[src/rtl/dpram_port_arb.sv]
// dpram_port_arb
//   Shares one port of a dual-port RAM between NREQ requesters. Only one access
//   is in flight at a time. The RAM port is clocked by clk_sys and has a
//   registered read. Read data comes back on rdata together with a one-cycle,
//   per-requester ack pulse.
//
//   Arbitration is round-robin by default. Define DPRAM_ARB_FIXED_PRIO_EN to get
//   fixed priority instead, where the lowest index wins. In both modes, a
//   requester acked on one edge is not eligible on the next edge.
//
// Ports:
//   clk_sys      system clock (also clocks the RAM port)
//   reset        asynchronous, active-high reset
//   req          per-requester request level, held until ack
//   we           per-requester write enable (1 = write)
//   addr, wdata  packed per-requester address / write data (slice i = requester i)
//   ack          one-cycle completion pulse, at most one bit set
//   rdata        read data, valid with ack, otherwise held
//   ram_addr, ram_wdata, ram_wren, ram_byteena  registered RAM port controls
//   ram_q        RAM read data (registered inside the RAM)
module dpram_port_arb #(
  parameter int ADDR_W = 8,
  parameter int DATA_W = 8,
  parameter int NREQ   = 3
) (
  input  logic                     clk_sys,
  input  logic                     reset,
  input  logic [NREQ-1:0]          req,
  input  logic [NREQ-1:0]          we,
  input  logic [NREQ*ADDR_W-1:0]   addr,
  input  logic [NREQ*DATA_W-1:0]   wdata,
  output logic [NREQ-1:0]          ack,
  output logic [DATA_W-1:0]        rdata,
  output logic [ADDR_W-1:0]        ram_addr,
  output logic [DATA_W-1:0]        ram_wdata,
  output logic                     ram_wren,
  output logic                     ram_byteena,
  input  logic [DATA_W-1:0]        ram_q
);

  localparam int IDX_W = (NREQ > 1) ? $clog2(NREQ) : 1;

  typedef enum logic [1:0] {IDLE, ACCESS, RESP} state_t;

  state_t             state;
  logic [IDX_W-1:0]   cur;
  logic               cur_we;
  logic [NREQ-1:0]    excl;
  logic [NREQ-1:0]    cur_oh;
  logic [NREQ-1:0]    elig;
  logic               found;
  logic [IDX_W-1:0]   win;

`ifndef DPRAM_ARB_FIXED_PRIO_EN
  localparam int unsigned NREQ_U = NREQ;
  logic [IDX_W-1:0]   rr_last;
  logic [IDX_W-1:0]   base;
  int unsigned        idx;
  logic [IDX_W-1:0]   idx_v;
`endif

  always_comb begin
    cur_oh = NREQ'(1) << cur;
    // The requester completing in RESP is excluded from the re-arbitration on that same edge.
    elig = req & ~excl;
    if (state == RESP) elig = elig & ~cur_oh;
    found = 1'b0;
    win   = '0;
`ifdef DPRAM_ARB_FIXED_PRIO_EN
    for (int unsigned i = 0; i < NREQ; i++) begin
      if (!found && elig[IDX_W'(i)]) begin
        found = 1'b1;
        win   = IDX_W'(i);
      end
    end
`else
    // In RESP, rr_last is updated to cur on this same edge, so the search starts from cur.
    base  = (state == RESP) ? cur : rr_last;
    idx   = 0;
    idx_v = '0;
    for (int unsigned i = 0; i < NREQ; i++) begin
      idx = 32'(base) + 32'd1 + i;
      // NREQ need not be a power of two, so wrap by compare-and-subtract.
      if (idx >= NREQ_U) idx = idx - NREQ_U;
      idx_v = IDX_W'(idx);
      if (!found && elig[idx_v]) begin
        found = 1'b1;
        win   = idx_v;
      end
    end
`endif
  end

  always_ff @(posedge clk_sys or posedge reset) begin
    if (reset) begin
      state       <= IDLE;
      ack         <= '0;
      rdata       <= '0;
      ram_addr    <= '0;
      ram_wdata   <= '0;
      ram_wren    <= 1'b0;
      ram_byteena <= 1'b0;
      cur         <= '0;
      cur_we      <= 1'b0;
      excl        <= '0;
`ifndef DPRAM_ARB_FIXED_PRIO_EN
      rr_last     <= IDX_W'(NREQ - 1);
`endif
    end else begin
      ack  <= '0;
      excl <= '0;
      case (state)
        IDLE: begin
          if (found) begin
            ram_addr    <= addr[win*ADDR_W +: ADDR_W];
            ram_wdata   <= wdata[win*DATA_W +: DATA_W];
            ram_wren    <= we[win];
            ram_byteena <= 1'b1;
            cur         <= win;
            cur_we      <= we[win];
            state       <= ACCESS;
          end else begin
            ram_wren    <= 1'b0;
            ram_byteena <= 1'b0;
          end
        end
        ACCESS: begin
          ram_wren <= 1'b0;
          state    <= RESP;
        end
        RESP: begin
          if (!cur_we) rdata <= ram_q;
          ack  <= cur_oh;
          excl <= cur_oh;
`ifndef DPRAM_ARB_FIXED_PRIO_EN
          rr_last <= cur;
`endif
          if (found) begin
            ram_addr    <= addr[win*ADDR_W +: ADDR_W];
            ram_wdata   <= wdata[win*DATA_W +: DATA_W];
            ram_wren    <= we[win];
            ram_byteena <= 1'b1;
            cur         <= win;
            cur_we      <= we[win];
            state       <= ACCESS;
          end else begin
            ram_byteena <= 1'b0;
            state       <= IDLE;
          end
        end
        default: state <= IDLE;
      endcase
    end
  end

endmodule

[config.mk]
export PLATFORM = sky130hd
export DESIGN_NAME = dpram_port_arb
export DESIGN_NICKNAME = d
export VERILOG_FILES = /design/src/rtl/dpram_port_arb.sv
export SDC_FILE = /design/constraint.sdc
export NUM_CORES = 1
export LEC_CHECK = 0
export BUFFER_PORTS_ARGS = -buffer_cell sky130_fd_sc_hd__buf_2
export CAP_MARGIN = 20
export CORE_MARGIN = 8
export CORE_UTILIZATION = 40
export DETAILED_ROUTE_END_ITERATION = 12
export GPL_TIMING_DRIVEN = 0
export PLACE_DENSITY = 0.66
export SYNTH_ARGS = -nofsm -noshare
export SYNTH_HDL_FRONTEND = slang
export SYNTH_SLANG_ARGS = --single-unit
[constraint.sdc]
create_clock -name clk_sys -period 4.8 [get_ports clk_sys]
set_input_delay 0.24 -clock clk_sys [delete_from_list [all_inputs] [get_ports clk_sys]]
set_output_delay 0.24 -clock clk_sys [all_outputs]
set_load 0.1 [all_outputs]
# Yosys cells after proc, flatten, opt, wreduce, memory -nomap -nowiden
# Index checks and enable logic that the tools add are counted.
# totals
output_inout_bits	29
word_cells	72
reg_bits	36
input_bits	64
# classes
n_eq_ne	4
n_shift	3
order_cmp	7
muxes	27
bitwise	5
n_reduce_logical	10
addsub	6
# ops
cell	n
$shiftx 24x6->8	2
$mux 2	8
$lt 2x3->1 const B	4
$mux 1	11
$bmux 1 s2	4
$ge 4x2->1 const B	2
$and 3x3->3	2
$mux 3	2
$not 3->3	2
$pmux 2 s3	1
$reduce_and 2->1	3
$sub 2x2->2 const B	3
$add 3x1->4 const B	1
$add 3x2->4 const B	1
$ne 2x2->1 const B	2
$add 2x1->3 const B	1
$ge 3x2->1 const B	1
$pmux 1 s3	1
$reduce_bool 3->1	1
$shl 1x2->3 const A	1
$eq 2x1->1 const B	1
$eq 2x2->1 const B	1
$logic_and 1x1->1	2
$logic_not 1->1	2
3 further kinds	3

# Longest topological paths before layout
# depth
ltp_word	18
depth_mapped	14
depth_no_buf	12

# Least setup slack after synthesis
# Ideal clock, no wire load.
# synth_timing
kind	register to register
start	register state[0]
end	register cur_we
n_path_buf	3
required_ns	4.676
stages_incl_launch_ff	13
slack_ns	1.565
period_less_slack_ns	3.235
t_arrival_ns	3.111
setup_time_ns	0.124
cell_sequence	dfrtp_1 inv_1 ha_1 mux2_4 ha_1 clkbuf_1 nor2b_1 a2111oi_2 a31oi_2 buf_4 buf_4 a41oi_2 o21ai_2
# synth_between
elab_chain_len	16
word_cells_on_any_way	36
cone_classes	6 x add/sub; 3 x order compare; 1 x eq/ne; 19 x mux; 7 x reduce/logical
# synth_lines
element	line	text
from (decl)	45	state_t state;
from (signal assigned)	96	state <= IDLE;
from (signal assigned)	121	state <= ACCESS;
from (signal assigned)	129	state <= RESP;
$eq 2x2->1 (*)	78	base = (state == RESP) ? cur : rr_last;
$mux 2 (*)	-	
named net base[1]	57	logic [IDX_W-1:0] base;
$add 2x1->3 (*)	82	idx = 32'(base) + 32'd1 + i;
parallel branches: the longest is 13 deep, another holds $add 3x1->4	-	
to (signal assigned)	120	cur_we <= we[win];
to (signal assigned)	144	cur_we <= we[win];
to (decl)	47	logic cur_we;
# Mark *: on every way through the listed nets, which the timed path passes. The select of a mux whose other input is x is not followed.
# A chain may end at the register's enable or synchronous reset.

# Worst setup path in the final report
# Same ends and word-level chain as after synthesis.

==> results.toml <==
[worst_setup_path]
reg2reg_from = "state[0]"
critPathCaptureType = "flop"
worstPathRequired_ps = 4970
crit_path_max_fanout = 10
worstSetupPathType = "reg -> reg"
cpLargestDelayFamily = "compound AO/OA/AOI/OAI gates"
cpMaxStageDelayCell = "a2111oi_2"
crit_buf_inv = 4
crit_path_start_kind = "flop"
crit_start = "state[0]"
cp.arrival_ps = 3910
max_stage_delay_ps = 550
crit_chain = "inv_1, ha_1, mux2_4, ha_1, clkbuf_1, nor2b_1, a2111oi_2, a31oi_2, buf_4, buf_4, a41oi_2, o21ai_2"

[clocking]
clk_path_buf_depth = 2
cts_resized = 0
clkTransAtPathRegs_ps = 70
cts_buffers = 5
clkLatencyLatePin_ps = 290
postCtsHoldBufs = 0
post-cts-setup-buffers = 0
cts_tree = "built"
h-tree-depth = 2
clock-root-buffer = "clkbuf_8"
cts_sinks = 36

[global_route]
grt_use_met1_pct = 17.3
use_met2_pct = 23.5
grt_max_degree = 37
busiest_layer = "met2"
grtUsageMet3_pct = 3.64
track_usage_pct = 14.2
grt_pass1_wl_um = 9900
grt_pass1_vias = 2150
antenna_found_initial = 0
gr-total-overflow = 0

[placement]
place.gp.congestion = 0.775
dp_hpwl_um = 4720
portBuffers = 92
post-place-ws_ps = 1060

[synthesis]
synth_warnings = 0
ys_types = 51
ys_seq_area_share_pct = 38.3
synth_nets = 276
syn-mean-instance-area_um2 = 11.5
synth_seq_cells = 36
syn_inst = 204
ys.flop_type = "dfrtp_1"
async_flop_share_pct = 100
synth_edf_count = 0
syn_area_um2 = 2350

[timing]
drv_slew = 0
clock.fmax_ghz = 0.268
timing.final.ws_setup_ps = 1070
fin_crit_ps = 3730
fin_skew_ps = 9.46
relSlewSlack_pct = 47.9
period_share_pct = 77.8
hold_viol_final = 0
rsz0062_at_grt = "false"
finalSetupTns_ps = 0
tightest_slew_ps = 780
setup_viol = 0

[drt]
wl_per_cell_um = 16.1
drt_iter0_markers = 78
drtPass1Iterations = 4
vias_per_cell = 5.15
drt-total-wl_um = 6110
num_vias = 1952
drc = 0
drtAntennaViolNets = 0

[run_status]
status = "finished, final reports clean"

[floorplanning]
dieArea_um2 = 8600
die_y_um = 92.7
start_util_pct = 40.5
die_x_um = 92.7
io_pins = 93
core_um2 = 5820
rows = 28

[job]
maxCapViolations = 0

[final_layout]
mostFrequentLayoutCells = "buf_2, dfrtp_1, mux2i_1, nor2b_1"
area_growth_pct = 27.5
diodes = 0
final_common_cell = "buf_2"
num-fill-cells = 589
drive_gt1_share_pct = 52.0
final_nets = 375

[worst_hold_path]
min_path_type = "in -> async"
-- logic make-up after synthesis --
kind of cell	count (synthesis)	synth area share (%)
AO/OA/AOI/OAI	56	22.7
AND/OR/NAND/NOR	54	15.7
flip-flops	36	38.3
multiplexers	28	12.8
buffers and inverters	22	6.22
adder cells (fa/ha/maj)	8	4.25
-- per-stage QoR --
| stage | instances | area (um2) | hold WS (ps) | utilization [%] |
|---|---|---|---|---|
| finish | 379 | 3000 | 93.8 | 51.6 |
| global route | 379 | 3000 | 164 | 51.6 |
| CTS | 379 | 3000 | 125 | 51.6 |
| detailed placement | 371 | 2910 | 436 | 50.0 |
| global placement | 371 | 2910 | 472 | 50.0 |
| floorplan | 204 | 2350 | 387 | - |
-- sequential cells by signal (all words and copies together) (netlist names) --
name         count
ram_wren         1
ram_addr         8
cur_we           1
rr_last          2
state            2
excl             3
ram_byteena      1
ram_wdata        8
cur              2
rdata            8
-- cell usage after synthesis (all sizes together), types with 2 or more instances --
library cell | count | area share, %
dfrtp | 35 | 37
o21ai | 21 | 6.1
mux2i | 18 | 7.7
a41oi | 17 | 9.5
buf | 11 | 4.4
nor2b | 11 | 2.9
inv | 10 | 1.7
mux2 | 10 | 5.1
nor2 | 9 | 1.5
ha | 8 | 4.3
and2b | 7 | 2.2
nand2 | 5 | 0.90
nor3 | 5 | 1.1
nor4 | 4 | 2.0
a21oi | 3 | 0.64
nand2b | 3 | 0.80
nor3b | 3 | 1.2
o31ai | 3 | 1.4
and3b | 2 | 0.74
o31a | 2 | 0.74
-- final timing paths --
kind	endpoint	slack [ps]	cells past startpoint
hold / removal	rdata[4]	90	2
max in group asynchronous	excl[2]	4220	2
setup reg to reg	cur_we	1070	12
min in group clk_sys	rdata[3]	180	2
hold reg to reg	rdata[3]	500	1
setup / recovery	cur_we	1070	12
-- layout make-up --
type / count / area [um2] / area share (%)
repair buffers: 92 / 460 / 15.3
multi-input cells: 146 / 1310 / 43.5
inverters: 10 / 40.0 / 1.33
well taps: 75 / 93.8 / 3.13
clock inverters: 1 / 7.51 / 0.250
plain buffers: 12 / 106 / 3.54
flip-flops and latches: 36 / 902 / 30.0
clock buffers: 7 / 86.3 / 2.88
-- routing by layer --
metal	wire length (um)	vias to the layer above	part of all wire, %
met3	323	6	5.3
met1	2700	932	44
met5	0	-	0
li1	-	959	-
met2	2970	55	49
met4	118	0	1.9
Power is not shown: default switching activity piles up to over one toggle a cycle in this logic, so the estimate is an artifact.
